--- config.mk ---
export PLATFORM = sky130hd
export DESIGN_NAME = vga_timing_generator
export DESIGN_NICKNAME = d
export VERILOG_FILES = /design/src/rtl/vga_timing_pkg.sv /design/src/rtl/vga_axis_counter.sv /design/src/rtl/vga_timing_generator.sv
export SDC_FILE = /design/constraint.sdc
export NUM_CORES = 1
export LEC_CHECK = 0
export CORE_ASPECT_RATIO = 0.7
export CORE_MARGIN = 5
export CORE_UTILIZATION = 35
export DETAILED_ROUTE_END_ITERATION = 6
export HOLD_SLACK_MARGIN = 0.06
export PLACE_DENSITY = 0.57
export REMOVE_ABC_BUFFERS = 1
export SLEW_MARGIN = 0
export SYNTH_ARGS = -nofsm -noshare
export SYNTH_HDL_FRONTEND = slang
export SYNTH_SLANG_ARGS = --single-unit
--- constraint.sdc ---
create_clock -name i_clk -period 2.1 [get_ports i_clk]
set_input_delay 0.21 -clock i_clk [delete_from_list [all_inputs] [get_ports i_clk]]
set_output_delay 0.21 -clock i_clk [all_outputs]
set_load 0.02 [all_outputs]
--- src/rtl/vga_timing_pkg.sv ---
// Shared VGA mode constants and helpers for the raster timing generator.
// Default parameters of vga_timing_generator come from the 640x480@60 set.
package vga_timing_pkg;

    localparam int VGA640_H_ACTIVE  = 640;
    localparam int VGA640_H_FRONT   = 16;
    localparam int VGA640_H_SYNC    = 96;
    localparam int VGA640_H_BACK    = 48;
    localparam int VGA640_V_ACTIVE  = 480;
    localparam int VGA640_V_FRONT   = 10;
    localparam int VGA640_V_SYNC    = 2;
    localparam int VGA640_V_BACK    = 33;
    localparam bit VGA640_HSYNC_POL = 1'b0;
    localparam bit VGA640_VSYNC_POL = 1'b0;

    // 800x600@60 runs from a 40 MHz pixel clock with positive sync pulses
    localparam int SVGA800_H_ACTIVE  = 800;
    localparam int SVGA800_H_FRONT   = 40;
    localparam int SVGA800_H_SYNC    = 128;
    localparam int SVGA800_H_BACK    = 88;
    localparam int SVGA800_V_ACTIVE  = 600;
    localparam int SVGA800_V_FRONT   = 1;
    localparam int SVGA800_V_SYNC    = 4;
    localparam int SVGA800_V_BACK    = 23;
    localparam bit SVGA800_HSYNC_POL = 1'b1;
    localparam bit SVGA800_VSYNC_POL = 1'b1;

    function automatic int calcTotal(input int active, input int front,
                                     input int sync, input int back);
        return active + front + sync + back;
    endfunction

endpackage

--- src/rtl/vga_axis_counter.sv ---
// One raster axis: position counter with wrap, visible-area and sync decode.
// Decode applies to the position being presented this cycle (0 while cleared).
module vga_axis_counter
    import vga_timing_pkg::*;
#(
    parameter int ACTIVE   = 640,
    parameter int FRONT    = 16,
    parameter int SYNC     = 96,
    parameter int BACK     = 48,
    parameter bit POLARITY = 1'b0,
    parameter int WIDTH    = 11
) (
    input  logic             i_clk,
    input  logic             i_rst_n,
    input  logic             i_advance,
    input  logic             i_clear,
    output logic [WIDTH-1:0] o_count,
    output logic             o_wrap,
    output logic             o_in_active,
    output logic             o_sync
);

    localparam int TOTAL = calcTotal(ACTIVE, FRONT, SYNC, BACK);
    localparam logic [WIDTH-1:0] L_TOTAL_M1   = WIDTH'(TOTAL - 1);
    localparam logic [WIDTH-1:0] L_ACTIVE     = WIDTH'(ACTIVE);
    localparam logic [WIDTH-1:0] L_SYNC_START = WIDTH'(ACTIVE + FRONT);
    localparam logic [WIDTH-1:0] L_SYNC_END   = WIDTH'(ACTIVE + FRONT + SYNC);

    generate
        if (FRONT == 0 || SYNC == 0 || BACK == 0) begin : g_zeroTiming
            $error("vga_axis_counter: porch and sync widths must be non-zero");
        end
        if ((longint'(1) << WIDTH) < longint'(TOTAL)) begin : g_narrowCount
            $error("vga_axis_counter: WIDTH too small for axis total");
        end
    endgenerate

    logic [WIDTH-1:0] r_cnt;
    logic [WIDTH-1:0] w_pos;
    logic [WIDTH-1:0] w_next;

    assign w_pos  = i_clear ? '0 : r_cnt;
    assign o_wrap = (w_pos == L_TOTAL_M1);
    assign w_next = o_wrap ? '0 : w_pos + 1'b1;

    // A clear together with an advance restarts from 0 and still steps past it
    always_ff @(posedge i_clk or negedge i_rst_n) begin
        if (!i_rst_n) begin
            r_cnt <= '0;
        end else if (i_advance) begin
            r_cnt <= w_next;
        end else if (i_clear) begin
            r_cnt <= '0;
        end
    end

    assign o_count     = w_pos;
    assign o_in_active = (w_pos < L_ACTIVE);
    assign o_sync      = ((w_pos >= L_SYNC_START) && (w_pos < L_SYNC_END)) ? POLARITY : ~POLARITY;

endmodule

--- src/rtl/vga_timing_generator.sv ---
// Parametrised VGA raster timing generator with pixel clock-enable, resync
// and registered coordinate/sync/strobe outputs.
module vga_timing_generator
    import vga_timing_pkg::*;
#(
    parameter int H_ACTIVE  = VGA640_H_ACTIVE,
    parameter int H_FRONT   = VGA640_H_FRONT,
    parameter int H_SYNC    = VGA640_H_SYNC,
    parameter int H_BACK    = VGA640_H_BACK,
    parameter int V_ACTIVE  = VGA640_V_ACTIVE,
    parameter int V_FRONT   = VGA640_V_FRONT,
    parameter int V_SYNC    = VGA640_V_SYNC,
    parameter int V_BACK    = VGA640_V_BACK,
    parameter bit HSYNC_POL = VGA640_HSYNC_POL,
    parameter bit VSYNC_POL = VGA640_VSYNC_POL,
    parameter int COORD_W   = 11
) (
    input  logic               i_clk,
    input  logic               i_rst_n,
    input  logic               i_ce,
    input  logic               i_resync,
    output logic [COORD_W-1:0] o_x,
    output logic [COORD_W-1:0] o_y,
    output logic               o_active,
    output logic               o_hsync,
    output logic               o_vsync,
    output logic               o_line_start,
    output logic               o_frame_start
);

    logic [COORD_W-1:0] w_hCount;
    logic [COORD_W-1:0] w_vCount;
    logic               w_hWrap;
    logic               w_vWrapUnused;
    logic               w_hActive;
    logic               w_vActive;
    logic               w_hSync;
    logic               w_vSync;
    logic               w_vAdvance;

    // The vertical axis steps once per completed line
    assign w_vAdvance = i_ce & w_hWrap;

    vga_axis_counter #(
        .ACTIVE   (H_ACTIVE),
        .FRONT    (H_FRONT),
        .SYNC     (H_SYNC),
        .BACK     (H_BACK),
        .POLARITY (HSYNC_POL),
        .WIDTH    (COORD_W)
    ) u_hAxis (
        .i_clk       (i_clk),
        .i_rst_n     (i_rst_n),
        .i_advance   (i_ce),
        .i_clear     (i_resync),
        .o_count     (w_hCount),
        .o_wrap      (w_hWrap),
        .o_in_active (w_hActive),
        .o_sync      (w_hSync)
    );

    vga_axis_counter #(
        .ACTIVE   (V_ACTIVE),
        .FRONT    (V_FRONT),
        .SYNC     (V_SYNC),
        .BACK     (V_BACK),
        .POLARITY (VSYNC_POL),
        .WIDTH    (COORD_W)
    ) u_vAxis (
        .i_clk       (i_clk),
        .i_rst_n     (i_rst_n),
        .i_advance   (w_vAdvance),
        .i_clear     (i_resync),
        .o_count     (w_vCount),
        .o_wrap      (w_vWrapUnused),
        .o_in_active (w_vActive),
        .o_sync      (w_vSync)
    );

    logic [COORD_W-1:0] r_x;
    logic [COORD_W-1:0] r_y;
    logic               r_active;
    logic               r_hsync;
    logic               r_vsync;
    logic               r_lineStart;
    logic               r_frameStart;

    // Every output is captured on the same enabled edge so they describe one pixel
    always_ff @(posedge i_clk or negedge i_rst_n) begin
        if (!i_rst_n) begin
            r_x          <= '0;
            r_y          <= '0;
            r_active     <= 1'b0;
            r_hsync      <= ~HSYNC_POL;
            r_vsync      <= ~VSYNC_POL;
            r_lineStart  <= 1'b0;
            r_frameStart <= 1'b0;
        end else if (i_ce) begin
            r_x          <= w_hCount;
            r_y          <= w_vCount;
            r_active     <= w_hActive & w_vActive;
            r_hsync      <= w_hSync;
            r_vsync      <= w_vSync;
            r_lineStart  <= (w_hCount == '0);
            r_frameStart <= (w_hCount == '0) && (w_vCount == '0);
        end else begin
            r_lineStart  <= 1'b0;
            r_frameStart <= 1'b0;
        end
    end

    assign o_x           = r_x;
    assign o_y           = r_y;
    assign o_active      = r_active;
    assign o_hsync       = r_hsync;
    assign o_vsync       = r_vsync;
    assign o_line_start  = r_lineStart;
    assign o_frame_start = r_frameStart;

endmodule

# After elaboration in Yosys (flattened, before gate mapping)
# Cells that the tools add are included.
[classes]
addsub = 2
n_lt_le_gt_ge = 6
n_eq_ne = 2
muxes = 10
n_bitwise = 2
reduce_logical = 5
[op_table]
columns = ["op", "count"]
rows = [
  ["$mux 11", 6],
  ["$add 11x1->11 const B", 2],
  ["$eq 11x10->1 const B", 2],
  ["$logic_not 11->1", 2],
  ["$lt 11x10->1 const B", 2],
  ["$lt 11x9->1 const B", 2],
  ["$ge 11x10->1 const B", 1],
  ["$ge 11x9->1 const B", 1],
  ["$mux 1", 4],
  ["$logic_and 1x1->1", 3],
  ["$and 1x1->1", 2],
]
[word_totals]
reg_bits = 49
inputBits = 4
output_inout_bits = 27
wordCells = 36

# Logic depth before layout (Yosys ltp)
[depth]
depth_word = 4
depth_mapped = 9
mapped_depth_nobuf = 6

# By module
# A second synthesis with hierarchy kept.
[unflattened]
cells_unflattened = 210
hier_area_um2 = 2443.6
[by_module_without_submodules]
columns = ["module", "n_inst", "cells_each", "area_each_um2", "seq_area_each_um2"]
rows = [
  ["vga_timing_generator", 1, 66, 1049.8, 678.2],
  ["vga_axis_counter at u_vAxis", 1, 70, 714.4, 275.3],
  ["vga_axis_counter at u_hAxis", 1, 74, 679.4, 275.3],
]

# Worst setup path after synthesis
# No wires, ideal clock.
[synth_path]
path_type = "in2reg"
from = "in i_resync"
to = "reg u_vAxis.r_cnt[7]"
setup_time_ns = 0.078
t_arrival_ns = 2.194
required_ns = 2.022
setup_slack_ns = -0.171
path_stages = 8
n_path_buf = 2
cell_sequence = "clkbuf_1 > nor2b_1 > ha_1 > nand4_1 > or4_1 > buf_2 > or4_1 > a21oi_1"
[synth_via]
elab_chain_len = 4
word_cells_on_any_way = 8
classes_between = "1 x add/sub; 2 x eq/ne; 4 x mux; 1 x bitwise"
[synth_rtl]
columns = ["item", "line", "rtl"]
rows = [
  ["from (decl)", "vga_timing_generator.sv:21", "input logic i_resync,"],
  ["$mux 11", "-", ""],
  ["via u_hAxis.o_count[0]", "vga_axis_counter.sv:17", "output logic [WIDTH-1:0] o_count,"],
  ["$eq 11x10->1", "vga_axis_counter.sv:43", "assign o_wrap = (w_pos == L_TOTAL_M1);"],
  ["$and 1x1->1", "vga_timing_generator.sv:42", "assign w_vAdvance = i_ce & w_hWrap;"],
  ["$mux 11", "vga_axis_counter.sv:50", "end else if (i_advance) begin"],
  ["to (signal assigned)", "vga_axis_counter.sv:51", "r_cnt <= w_next;"],
  ["to (decl)", "vga_axis_counter.sv:38", "logic [WIDTH-1:0] r_cnt;"],
]
# The timed path passes the listed nets, and every way through them passes these cells.
# A chain may end at the register's enable or synchronous reset.

# Worst setup path in the final report
[layout_path]
from = "reg u_hAxis.r_cnt[7]"
to = "reg u_vAxis.r_cnt[7]"
[layout_via]
elab_chain_len = 4
[layout_rtl]
columns = ["item", "line"]
rows = [
  ["from (decl)", "vga_axis_counter.sv:38"],
  ["from (signal assigned)", "vga_axis_counter.sv:51"],
  ["$mux 11", "-"],
  ["$eq 11x10->1", "vga_axis_counter.sv:43"],
  ["$and 1x1->1", "vga_timing_generator.sv:42"],
  ["$mux 11", "vga_axis_counter.sv:50"],
]
# No other way between the ends.

==> metrics.cfg <==
[pwr]
powerDensity_nw_per_um2 = 549
vdd_drop_max_mv = 0.252
p_total_mw = 1.73
leakagePower_nw = 1.37

[routing]
drt-total-wl_mm = 5.93
drt-met1-wl_mm = 3.22
first_pass_iters = 4
initialDrtViolationCount = 92
wl_met3_um = 298
wl_per_cell_um = 15.3
vias_per_cell = 5.06
vias = 1962
highest_layer = met3
drc = 0
drtAntennaViolNets = 0
wl_met2_mm = 2.41

[setup_path]
arrival_ns = 2.31
start_kind = flip-flop
endpoint_kind = flip-flop
critPathKind = reg -> reg
cp_max_fo = 3
required_ns = 2.34

[place]
hpwl_mm = 4.18
dpl-instance-area_um2 = 2960
numPortBuffers = 30
pre_cts_ws_ns = -0.381
gp_congestion = 0.860

[grt]
grt_max_degree = 50
grt_pass1_vias = 1932
grt_use_total = 0.147
grt_pass1_wl_mm = 9.96
overflow = 0
grt_antenna_before_repair = 0

[floorplanning]
core-area_um2 = 6660
die_y_um = 78.9
dieArea_um2 = 8560
num_rows = 25
die_x_um = 108
io-pin-count = 31
initial_core_util = 0.357

[final_layout]
n_antenna_cell = 0
fin_nets = 299
final_core_util = 0.472
finish.instance_area_um2 = 3140
drive_gt1_frac = 0.211
areaGrowthSynthToFinish_pct = 32.3

[sta]
fmax_mhz = 485
setup_ws_ns = 0.0366
hold_violations = 0
tns_ns = 0
slew_violations = 0
finalCritPeriodShare = 0.983
slew_headroom = 0.577
period_minus_slack_ns = 2.06
worst_pin_slew_ns = 0.634
finalSetupViolCount = 0
skew_ns = 0.0139

[cts]
clk_path_buf_depth = 2
cts_made_buffers = 5
h-tree-depth = 2
cts_sinks = 49
cts.reportedPaths.clkPinSlew_ns = 0.10
cts_tree = done
cts-root-buf = clkbuf_8
clk_latency_ns = 0.31

[synthesis]
synth_top_flop_cell = dfrtp_1
syn_area_per_cell_um2 = 10.1
async_reset_ff_frac = 1.00
syn_area_um2 = 2380
synth.distinct_cells = 43
syn_inst = 236
synth_warnings = 0
ys_ff_latch = 49
synth_edf_count = 0
seq_area_frac_synth = 0.517

[worst_hold_path]
hp-class = reg -> reg

[run_status]
status = finished clean

[flow_run]
maxCapViolCount = 0

logic make-up (layout without fill, tap and decap cells):
family,Yosys count,after routing,share of synthesized area
mux,15,15,0.0685
flops,49,49,0.517
xor+xnor,8,8,0.0295
simple gates,102,102,0.239
compound gates,36,36,0.0943
buf+inv,24,82,0.0416
fa+ha+maj,2,2,0.0105
repair_timing:
item,in CTS,in global routing
buffers inserted,1,4
pin swaps,0,2
hold buffers,1,0
endpoints found under the hold margin,47,0
setup endpoints to repair,6,9
gates resized for setup,3,6
worst max-delay path, cell delays in order (launching register included):
cell	delay, ns
dfrtp_1	0.40
or3_4	0.41
or4_4	0.53
or4_1	0.51
a21oi_1	0.15
report_power, final:
part           total, mW  switching, mW  internal, mW
clock network      0.621          0.323         0.298
registers          0.962        0.00692         0.955
logic              0.141         0.0784        0.0630
total               1.73          0.408          1.32
cells in the final DEF (no fill, tap or decap), types with 2 or more instances in the layout:
| master | synthesis | layout |
|---|---|---|
| clkdlybuf4s50_1 | 0 | 28 |
| a31oi_1 | 2 | 2 |
| a22o_1 | 5 | 5 |
| dfrtp_1 | 47 | 47 |
| and3_1 | 2 | 2 |
| nand4_1 | 9 | 9 |
| nand2_1 | 19 | 19 |
| nand2b_1 | 6 | 6 |
| o2bb2ai_1 | 2 | 2 |
| o21ai_0 | 11 | 11 |
| nor3_1 | 9 | 9 |
| buf_4 | 0 | 34 |
| nand3_1 | 7 | 7 |
| clkbuf_8 | 0 | 7 |
| xor2_1 | 2 | 2 |
| dfstp_2 | 2 | 2 |
| nor2b_1 | 9 | 7 |
| nand4b_1 | 2 | 2 |
| nor4_1 | 7 | 7 |
| mux2i_1 | 5 | 5 |
| nor2b_4 | 0 | 2 |
| a21oi_1 | 9 | 9 |
| xnor2_1 | 6 | 6 |
| o31ai_1 | 2 | 2 |
| nand3b_1 | 4 | 4 |
| nor2_1 | 17 | 17 |
| mux2_2 | 10 | 10 |
| a21o_1 | 2 | 2 |
| inv_1 | 7 | 7 |
area by class of cell:
type	instances	area (um^2)
inverters	7	26.3
repair buffers	67	591
multi-input cells	163	1080
well taps	94	118
clock buffers	7	96.3
flip-flops and latches	49	1230
fillers	634	3520
clock inverters	1	5.00
path summary, 6_finish.rpt:
check | slack [ns] | depth (start not counted) | startpoint | to
min reg2reg | 0.48 | 2 | o_y[9]$_DFFE_PN0P_ | o_y[9]$_DFFE_PN0P_
max reg2reg | 0.04 | 4 | u_hAxis.r_cnt[7]$_DFF_PN0_ | u_vAxis.r_cnt[7]$_DFF_PN0_
max | 0.04 | 4 | u_hAxis.r_cnt[7]$_DFF_PN0_ | u_vAxis.r_cnt[7]$_DFF_PN0_
min | 0.48 | 2 | o_y[9]$_DFFE_PN0P_ | o_y[9]$_DFFE_PN0P_
min in group asynchronous | 0.53 | 3 | i_rst_n | o_x[2]$_DFFE_PN0P_
max in group asynchronous | 1.13 | 3 | i_rst_n | u_vAxis.r_cnt[4]$_DFF_PN0_
per-layer routing:
| layer | up-vias | GRT usage |
|---|---|---|
| met5 | - | 0 |
| met1 | 965 | 0.235 |
| li1 | 949 | - |
| met2 | 48 | 0.197 |
| met4 | 0 | 0.0277 |
| met3 | 0 | 0.0374 |
synth_stat cells (4+ instances only):
library cell	instances	area, um^2
a21oi_1	9	45.0
a22o_1	5	43.8
clkbuf_1	14	52.6
dfrtp_1	47	1180
inv_1	7	26.3
mux2_2	10	113
mux2i_1	5	50.1
nand2_1	19	71.3
nand2b_1	6	37.5
nand3_1	7	35.0
nand3b_1	4	30.0
nand4_1	9	56.3
nor2_1	17	63.8
nor2b_1	9	56.3
nor3_1	9	45.0
nor4_1	7	43.8
o21ai_0	11	55.1
xnor2_1	6	52.6
through the flow:
stage          hold slack (ns)  std cells
4_1_cts                  0.494        384
5_1_grt                  0.525        388
2_1_floorplan          -0.0856        219
3_5_place_dp             0.360        374
3_3_place_gp             0.363        374
6_report                 0.485        388
registers in the layout, indices dropped and copies added (netlist names):
name and flops:
u_hAxis.r_cnt 11, o_hsync 1, o_y 11, u_vAxis.r_cnt 11, o_line_start 1, o_x 11
o_frame_start 1, o_vsync 1, o_active 1
Note: power is estimated with default switching activity, not from simulation.
